**config.mk**
```make
export PLATFORM = sky130hd
export DESIGN_NAME = lc3b_mem_arbiter_flat
export DESIGN_NICKNAME = d
export VERILOG_FILES = /design/src/rtl/lc3b_mem_arbiter_if.sv /design/src/rtl/lc3b_mem_arbiter.sv /design/src/flat_wrapper.sv
export SDC_FILE = /design/constraint.sdc
export NUM_CORES = 1
export LEC_CHECK = 0
export ABC_AREA = 1
export CAP_MARGIN = 25
export CORE_MARGIN = 2
export CORE_UTILIZATION = 36
export DETAILED_ROUTE_END_ITERATION = 10
export PLACE_DENSITY_LB_ADDON = 0.05
export SYNTH_ARGS = -nofsm -noshare
export SYNTH_HDL_FRONTEND = slang
export SYNTH_SLANG_ARGS = --single-unit
```
**constraint.sdc**
```tcl
create_clock -name clk -period 1.6 [get_ports clk]
set_clock_uncertainty 0.15 [all_clocks]
set_input_delay 0.4 -clock clk [delete_from_list [all_inputs] [get_ports clk]]
set_output_delay 0.4 -clock clk [all_outputs]
set_load 0.01 [all_outputs]
```
**src/rtl/lc3b_mem_arbiter_if.sv**
```systemverilog
`default_nettype none
// ============================================================================
// Module      : lc3b_mem_arbiter_if
// Description : Bundles the fetch, data and physical-memory handshakes of the
//               LC-3b memory arbiter.
// Revision    : 1.0 - initial release
// ============================================================================
interface lc3b_mem_arbiter_if;
    logic        i_read;
    logic [15:0] i_address;
    logic [15:0] i_rdata;
    logic        i_resp;

    logic        d_read;
    logic        d_write;
    logic [1:0]  d_byte_enable;
    logic [15:0] d_address;
    logic [15:0] d_wdata;
    logic [15:0] d_rdata;
    logic        d_resp;

    logic        mem_read;
    logic        mem_write;
    logic [1:0]  mem_byte_enable;
    logic [15:0] mem_address;
    logic [15:0] mem_wdata;
    logic        mem_resp;
    logic [15:0] mem_rdata;

    // Arbiter view.
    modport slave (
        input  i_read, i_address, d_read, d_write, d_byte_enable, d_address, d_wdata,
               mem_resp, mem_rdata,
        output i_rdata, i_resp, d_rdata, d_resp,
               mem_read, mem_write, mem_byte_enable, mem_address, mem_wdata
    );

    // Environment view: requesters plus physical memory.
    modport master (
        output i_read, i_address, d_read, d_write, d_byte_enable, d_address, d_wdata,
               mem_resp, mem_rdata,
        input  i_rdata, i_resp, d_rdata, d_resp,
               mem_read, mem_write, mem_byte_enable, mem_address, mem_wdata
    );
endinterface
`default_nettype wire

```
**src/rtl/lc3b_mem_arbiter.sv**
```systemverilog
`default_nettype none
// ============================================================================
// Module      : lc3b_mem_arbiter
// Description : Round-robin arbiter joining the LC-3b fetch and data ports onto
//               one physical memory port with latched request signals.
// Revision    : 1.0 - initial release
// ============================================================================
module lc3b_mem_arbiter #(
    parameter bit I_FIRST = 1'b1
) (
    input  logic               clk,
    input  logic               rst_n,
    lc3b_mem_arbiter_if.slave  bus
);

    localparam logic [1:0] S_IDLE    = 2'd0;
    localparam logic [1:0] S_GRANT_I = 2'd1;
    localparam logic [1:0] S_GRANT_D = 2'd2;

    logic [1:0]  r_state;
    logic        r_ptr_i;
    logic        r_mem_read;
    logic        r_mem_write;
    logic [1:0]  r_mem_byte_enable;
    logic [15:0] r_mem_address;
    logic [15:0] r_mem_wdata;

    logic w_req_i;
    logic w_req_d;
    logic w_grant_i;
    logic w_grant_d;

    assign w_req_i   = bus.i_read;
    assign w_req_d   = bus.d_read | bus.d_write;
    // r_ptr_i set means the I-side wins a simultaneous conflict.
    assign w_grant_i = w_req_i & (~w_req_d | r_ptr_i);
    assign w_grant_d = w_req_d & (~w_req_i | ~r_ptr_i);

    always_ff @(posedge clk or negedge rst_n) begin
        if (!rst_n) begin
            r_state           <= S_IDLE;
            r_ptr_i           <= I_FIRST;
            r_mem_read        <= 1'b0;
            r_mem_write       <= 1'b0;
            r_mem_byte_enable <= 2'b00;
            r_mem_address     <= 16'h0000;
            r_mem_wdata       <= 16'h0000;
        end else begin
            case (r_state)
                S_IDLE: begin
                    if (w_grant_i) begin
                        r_state           <= S_GRANT_I;
                        r_ptr_i           <= 1'b0;
                        r_mem_read        <= 1'b1;
                        r_mem_write       <= 1'b0;
                        r_mem_byte_enable <= 2'b11;
                        r_mem_address     <= bus.i_address;
                        r_mem_wdata       <= 16'h0000;
                    end else if (w_grant_d) begin
                        // A write wins over a read raised in the same request.
                        r_state           <= S_GRANT_D;
                        r_ptr_i           <= 1'b1;
                        r_mem_read        <= ~bus.d_write;
                        r_mem_write       <= bus.d_write;
                        r_mem_byte_enable <= bus.d_byte_enable;
                        r_mem_address     <= bus.d_address;
                        r_mem_wdata       <= bus.d_wdata;
                    end
                end
                S_GRANT_I, S_GRANT_D: begin
                    if (bus.mem_resp) begin
                        r_state     <= S_IDLE;
                        r_mem_read  <= 1'b0;
                        r_mem_write <= 1'b0;
                    end
                end
                default: begin
                    r_state     <= S_IDLE;
                    r_mem_read  <= 1'b0;
                    r_mem_write <= 1'b0;
                end
            endcase
        end
    end

    assign bus.mem_read        = r_mem_read;
    assign bus.mem_write       = r_mem_write;
    assign bus.mem_byte_enable = r_mem_byte_enable;
    assign bus.mem_address     = r_mem_address;
    assign bus.mem_wdata       = r_mem_wdata;

    assign bus.i_rdata = bus.mem_rdata;
    assign bus.d_rdata = bus.mem_rdata;
    assign bus.i_resp  = (r_state == S_GRANT_I) & bus.mem_resp;
    assign bus.d_resp  = (r_state == S_GRANT_D) & bus.mem_resp;

endmodule
`default_nettype wire
```
**src/flat_wrapper.sv**
```systemverilog
// flat-port wrapper written by rule: the top's interface ports become plain ports
module lc3b_mem_arbiter_flat 
#(
    parameter bit I_FIRST = 1'b1
)
  (clk, rst_n, bus_i_read, bus_i_address, bus_d_read, bus_d_write, bus_d_byte_enable, bus_d_address, bus_d_wdata, bus_mem_resp, bus_mem_rdata, bus_i_rdata, bus_i_resp, bus_d_rdata, bus_d_resp, bus_mem_read, bus_mem_write, bus_mem_byte_enable, bus_mem_address, bus_mem_wdata);
  lc3b_mem_arbiter_if bus_i ();
  input  logic clk;
  input  logic rst_n;
  input wire logic [$bits(bus_i.i_read)-1:0] bus_i_read;
  input wire logic [$bits(bus_i.i_address)-1:0] bus_i_address;
  input wire logic [$bits(bus_i.d_read)-1:0] bus_d_read;
  input wire logic [$bits(bus_i.d_write)-1:0] bus_d_write;
  input wire logic [$bits(bus_i.d_byte_enable)-1:0] bus_d_byte_enable;
  input wire logic [$bits(bus_i.d_address)-1:0] bus_d_address;
  input wire logic [$bits(bus_i.d_wdata)-1:0] bus_d_wdata;
  input wire logic [$bits(bus_i.mem_resp)-1:0] bus_mem_resp;
  input wire logic [$bits(bus_i.mem_rdata)-1:0] bus_mem_rdata;
  output wire logic [$bits(bus_i.i_rdata)-1:0] bus_i_rdata;
  output wire logic [$bits(bus_i.i_resp)-1:0] bus_i_resp;
  output wire logic [$bits(bus_i.d_rdata)-1:0] bus_d_rdata;
  output wire logic [$bits(bus_i.d_resp)-1:0] bus_d_resp;
  output wire logic [$bits(bus_i.mem_read)-1:0] bus_mem_read;
  output wire logic [$bits(bus_i.mem_write)-1:0] bus_mem_write;
  output wire logic [$bits(bus_i.mem_byte_enable)-1:0] bus_mem_byte_enable;
  output wire logic [$bits(bus_i.mem_address)-1:0] bus_mem_address;
  output wire logic [$bits(bus_i.mem_wdata)-1:0] bus_mem_wdata;
  assign bus_i.i_read = bus_i_read;
  assign bus_i.i_address = bus_i_address;
  assign bus_i.d_read = bus_d_read;
  assign bus_i.d_write = bus_d_write;
  assign bus_i.d_byte_enable = bus_d_byte_enable;
  assign bus_i.d_address = bus_d_address;
  assign bus_i.d_wdata = bus_d_wdata;
  assign bus_i.mem_resp = bus_mem_resp;
  assign bus_i.mem_rdata = bus_mem_rdata;
  assign bus_i_rdata = bus_i.i_rdata;
  assign bus_i_resp = bus_i.i_resp;
  assign bus_d_rdata = bus_i.d_rdata;
  assign bus_d_resp = bus_i.d_resp;
  assign bus_mem_read = bus_i.mem_read;
  assign bus_mem_write = bus_i.mem_write;
  assign bus_mem_byte_enable = bus_i.mem_byte_enable;
  assign bus_mem_address = bus_i.mem_address;
  assign bus_mem_wdata = bus_i.mem_wdata;
  lc3b_mem_arbiter #(.I_FIRST(I_FIRST)) u_core (.clk(clk), .rst_n(rst_n), .bus(bus_i));
endmodule
```
**Word-level counts from Yosys, hierarchy flattened**

Index checks and enable logic that the tools add are counted.

- Equality and inequality tests: 4
- Multiplexer cells: 19
- Bitwise operators: 11
- Reductions and logical operators: 5

Operators with widths:

| kind | count |
|---|---|
| 16-bit 2-to-1 mux | 4 |
| 2-bit 2-to-1 mux | 5 |
| 1-bit 2-to-1 mux | 7 |
| 1-bit AND | 4 |
| 1-bit inverter | 4 |
| 1-bit one-hot mux with 2 select lines | 2 |
| 2-bit one-hot mux with 2 select lines | 1 |
| 2-bit AND reduction | 2 |
| 3-bit by 1-bit != test with 1-bit output, second input constant | 1 |
| 1-bit bitwise OR | 3 |
| 2-bit by 1-bit == test with 1-bit output, second input constant | 1 |
| 2-bit == test, second input constant | 1 |
| 2-bit zero test | 1 |
| 2-bit != test, second input constant | 1 |
| 2-bit nonzero test | 1 |
| 2-bit OR reduction | 1 |

- Flip-flop bits (word level): 39
- Output and inout port bits: 70
- Word-level logic and storage cells: 46

**Longest topological paths before layout**

- Word-level depth: 6
- Depth in mapped cells: 8
- Depth with buffers taken out: 6

**Least setup slack after synthesis**

Ideal clock, no wire load.

- Path type: reg2reg
- Start point: register u_core.r_state[0]
- End point: register u_core.r_mem_byte_enable[0], in the netlist u_core.bus.mem_byte_enable[0]
- Arrival: 1199 ps
- Data required time: 1385 ps
- Setup slack: 186 ps
- Stages on the path, launching flop included: 7
- Period minus slack after synthesis: 1414 ps
- Path through: dfrtp_1 inv_1 ha_1 a21boi_1 buf_2 o21ai_0 nand2_1

- Longest elaborated chain between the ends: 2

Ends and longest elaborated chain:

| what | line | source |
|---|---|---|
| start, declared | lc3b_mem_arbiter.sv:20 | `logic [1:0] r_state;` |
| start signal, assigned | lc3b_mem_arbiter.sv:41 | `r_state <= S_IDLE;` |
| start signal, assigned | lc3b_mem_arbiter.sv:52 | `r_state <= S_GRANT_I;` |
| start signal, assigned | lc3b_mem_arbiter.sv:61 | `r_state <= S_GRANT_D;` |
| 2-bit zero test | lc3b_mem_arbiter.sv:49 | `case (r_state)` |
| 2-bit AND reduction (no line) | -- |  |
| end signal, assigned | lc3b_mem_arbiter.sv:65 | `r_mem_byte_enable <= bus.d_byte_enable;` |
| end, declared | lc3b_mem_arbiter.sv:24 | `logic [1:0] r_mem_byte_enable;` |

No other way between the ends.
A chain may end at the register's enable or synchronous reset.

**Final worst setup path**

- Start point: register u_core.r_state[1]
- End point: output bus_d_resp

- Longest elaborated chain between the ends: 2

Ends and longest elaborated chain:

| what | line | source |
|---|---|---|
| 2-bit == test | lc3b_mem_arbiter.sv:95 | `assign bus.d_resp = (r_state == S_GRANT_D) & bus.mem_resp;` |
| 1-bit AND | lc3b_mem_arbiter.sv:95 |  |
| end, declared | flat_wrapper.sv:22 | `output wire logic [$bits(bus_i.d_resp)-1:0] bus_d_resp;` |

No other way between the ends.

==> results.sh <==
export IMPL_maxSlewHeadroom=0.7518
export IMPL_grt_first_pass_wirelength_um=8514
export IMPL_die_height_um=81.86
export IMPL_total_die_area_um2=6700
export IMPL_top_library_cells_by_usage_in_the_layout_fill_and_taps_aside="sky130_fd_sc_hd__nand2_1 (95), sky130_fd_sc_hd__clkdlybuf4s50_1 (50), sky130_fd_sc_hd__nand3_1 (46)"
export IMPL_ant_nets=0
export IMPL_grt_max_degree=23
export IMPL_placementRows=28
export IMPL_fin_hold_ws_ps=320.9
export IMPL_clk_pin_slew_worst_paths_ps=80
export IMPL_cts_max_level=2
export IMPL_holdCritStartpoint="u_core.bus.mem_address[12]"
export IMPL_io_pins=142
export IMPL_global_route_usage_total=0.1651
export IMPL_fraction_of_final_layout_cells_with_drive_strength_greater_than_1=0.1617
export IMPL_routed_wire_length_per_instance_um=12.84
export IMPL_post_synth_instance_area_um2=2182
export IMPL_dp_final_hpwl_um=3909
export IMPL_final_setup_worst_slack_ps=-115.3
export IMPL_syn_instance_count=287
export IMPL_synth_cell_type_count=18
export IMPL_rsz0062_at_grt="yes"
export IMPL_cts_root_buf="sky130_fd_sc_hd__clkbuf_8"
export IMPL_first_global_vias=1873
export IMPL_number_of_maximum_capacitance_constraint_violations=0
export IMPL_cts_buffers=5
export IMPL_max_vdd_ir_drop_v=0.0007718
export IMPL_status="finished, violations left"
export IMPL_cp_data_required_time_ps=1050
export IMPL_grt_antenna_before_repair=0
export IMPL_areaGrowthSynthToFinish_pct=52.75
export IMPL_drtPass1Iterations=4
export IMPL_cp_arrival_ps=1170
export IMPL_clk_insertion_delay_late_ps=290
export IMPL_setup_worst_path_start_class="flip-flop"
export IMPL_category_of_the_critical_setup_timing_path="reg -> out"
export IMPL_post_synthesis_register_bit_count=39
export IMPL_cts_buffer_depth=2
export IMPL_fmax_mhz=583.0
export IMPL_detailedRoute_firstIterationViolations=36
export IMPL_worst_pin_slew_ps=372.2
export IMPL_cp_startpoint="u_core.r_state[1]"
export IMPL_via_count=1990
export IMPL_min_path_type="reg -> reg"
export IMPL_min_period_ps=1715
export IMPL_cts_sinks=39
export IMPL_crit_path_end_kind="output pin"
export IMPL_leading_cell_type_in_the_layout_fill_and_taps_excluded="sky130_fd_sc_hd__nand2_1"
export IMPL_postRouteWirelength_um=5726
export IMPL_placeableCoreArea_um2=5886
export IMPL_syn_mean_instance_area_um2=7.603
export IMPL_final_net_count=445
export IMPL_synth_nets=362
export IMPL_power_after_layout_w=0.005373
export IMPL_dp_worst_setup_slack_ps=-475.5
export IMPL_cp_max_fo=3
export IMPL_insertedDiodeCount=0
export IMPL_route_detailed_vias_per_inst=4.462
export IMPL_global_route_overflow_total=0
export IMPL_seq_area_frac_synth=0.4478
export IMPL_io_buffers=93
export IMPL_power_per_cell_area_nw_per_um2=1612
export IMPL_failing_checks="negative setup slack"
export IMPL_gp_congestion=0.7462
export IMPL_total_leakage_power_nw=1.846
export IMPL_report_final_slew_viol_count=0
export IMPL_yosysWarnings=0
export IMPL_start_util=0.3707
export IMPL_crit_reg2reg_launch="u_core.r_state[0]"
export IMPL_timing_final_setup_violations=2
export IMPL_die_w_um=81.86
export IMPL_timing_final_crit_share=1.072
export IMPL_timing_final_hold_violations=0
export IMPL_drt_drc_violations_left=0
export IMPL_cts_tree="built"
## area by class of cell
class | count | area [µm²]
sequential | 39 | 977.2
fill | 583 | 2552
multi-input combinational | 166 | 848.3
clock buffer | 6 | 82.58
inverter | 39 | 146.4
timing repair buffer | 119 | 1150
clock inverter | 2 | 35.03
tap | 75 | 93.84
## final timing paths
kind	to	slack, ps	cells past startpoint
hold / removal	u_core.bus.mem_address[12]	320	2
hold reg to reg	u_core.bus.mem_address[12]	320	2
min in group asynchronous	u_core.bus.mem_address[14]	400	2
max in group asynchronous	u_core.r_ptr_i	390	3
setup / recovery	bus_d_resp	-120	5
setup reg to reg	u_core.bus.mem_address[4]	50	7
## synthesized netlist by cell type (all sizes together)
master  number  area (µm²)
nand2      102       397.9
nand3       53       265.3
buf         42       301.5
inv         39       146.4
dfrtp       38       950.9
o21ai        4       20.02
ha           3       37.54
nor2         2       17.52
a21boi       1       7.510
clkbuf       1       3.750
dfstp        1       26.28
o21bai       1       7.510
## metrics by stage
step / std cells / util / area [µm²] / TNS, ps
3_3_place_gp: 433 / 0.5238 / 3083 / -11530
2_1_floorplan: 287 / - / 2182 / 0
6_report: 446 / 0.5663 / 3333 / -207.0
5_1_grt: 446 / 0.5663 / 3333 / -360.5
3_5_place_dp: 433 / 0.5238 / 3083 / -12520
4_1_cts: 443 / 0.5406 / 3182 / -275.7
## layer usage
metal | share of wire | track usage | vias up
li1 | - | - | 1015
met5 | 0 | 0 | -
met1 | 0.44 | 0.2058 | 892
met3 | 0.10 | 0.06923 | 7
met4 | 0.0089 | 0.04500 | 0
met2 | 0.45 | 0.2626 | 76
## sequential cells by signal, summed over array words and instances (netlist names)
| name | cells |
|---|---|
| u_core.bus.mem_address | 16 |
| u_core.bus.mem_wdata | 16 |
| u_core.bus.mem_byte_enable | 2 |
| u_core.r_state | 2 |
| u_core.bus.mem_read | 1 |
| u_core.bus.mem_write | 1 |
| u_core.r_ptr_i | 1 |
## logic make-up (layout without fill, tap and decap cells)
group | Yosys count | after routing | share of synthesized area
and+or+nand+nor | 157 | 157 | 0.3119
AOI/OAI and AO/OA | 6 | 6 | 0.01606
adders and majority gates | 3 | 3 | 0.01720
DFF | 39 | 39 | 0.4478
buffers and inverters | 82 | 166 | 0.2070
## worst max-delay path, stage by stage (launching register included)
cell and delay [ps]:
sky130_fd_sc_hd__dfrtp_1 410, sky130_fd_sc_hd__buf_6 130, sky130_fd_sc_hd__ha_4 140, sky130_fd_sc_hd__nand2_2 40, sky130_fd_sc_hd__inv_1 30, sky130_fd_sc_hd__buf_2 120
## repair_timing
action | 4_1_cts | 5_1_grt
hold buffers | 1 | 0
setup endpoints to repair | 54 | 39
gates cloned | 0 | 2
resized for setup | 44 | 30
setup buffers | 1 | 1
hold endpoints to repair | 11 | 0
pin swaps | 1 | 11
## report_power, final
| group | internal (W) | switching (W) | total, W | leakage, nW |
|---|---|---|---|---|
| logic | 0.00137 | 0.00143 | 0.00281 | 1.30 |
| registers | 0.00146 | 0.000246 | 0.00170 | 0.481 |
| clock network | 0.000505 | 0.000358 | 0.000863 | 0.0612 |
Note: power is estimated with default switching activity, not from simulation.
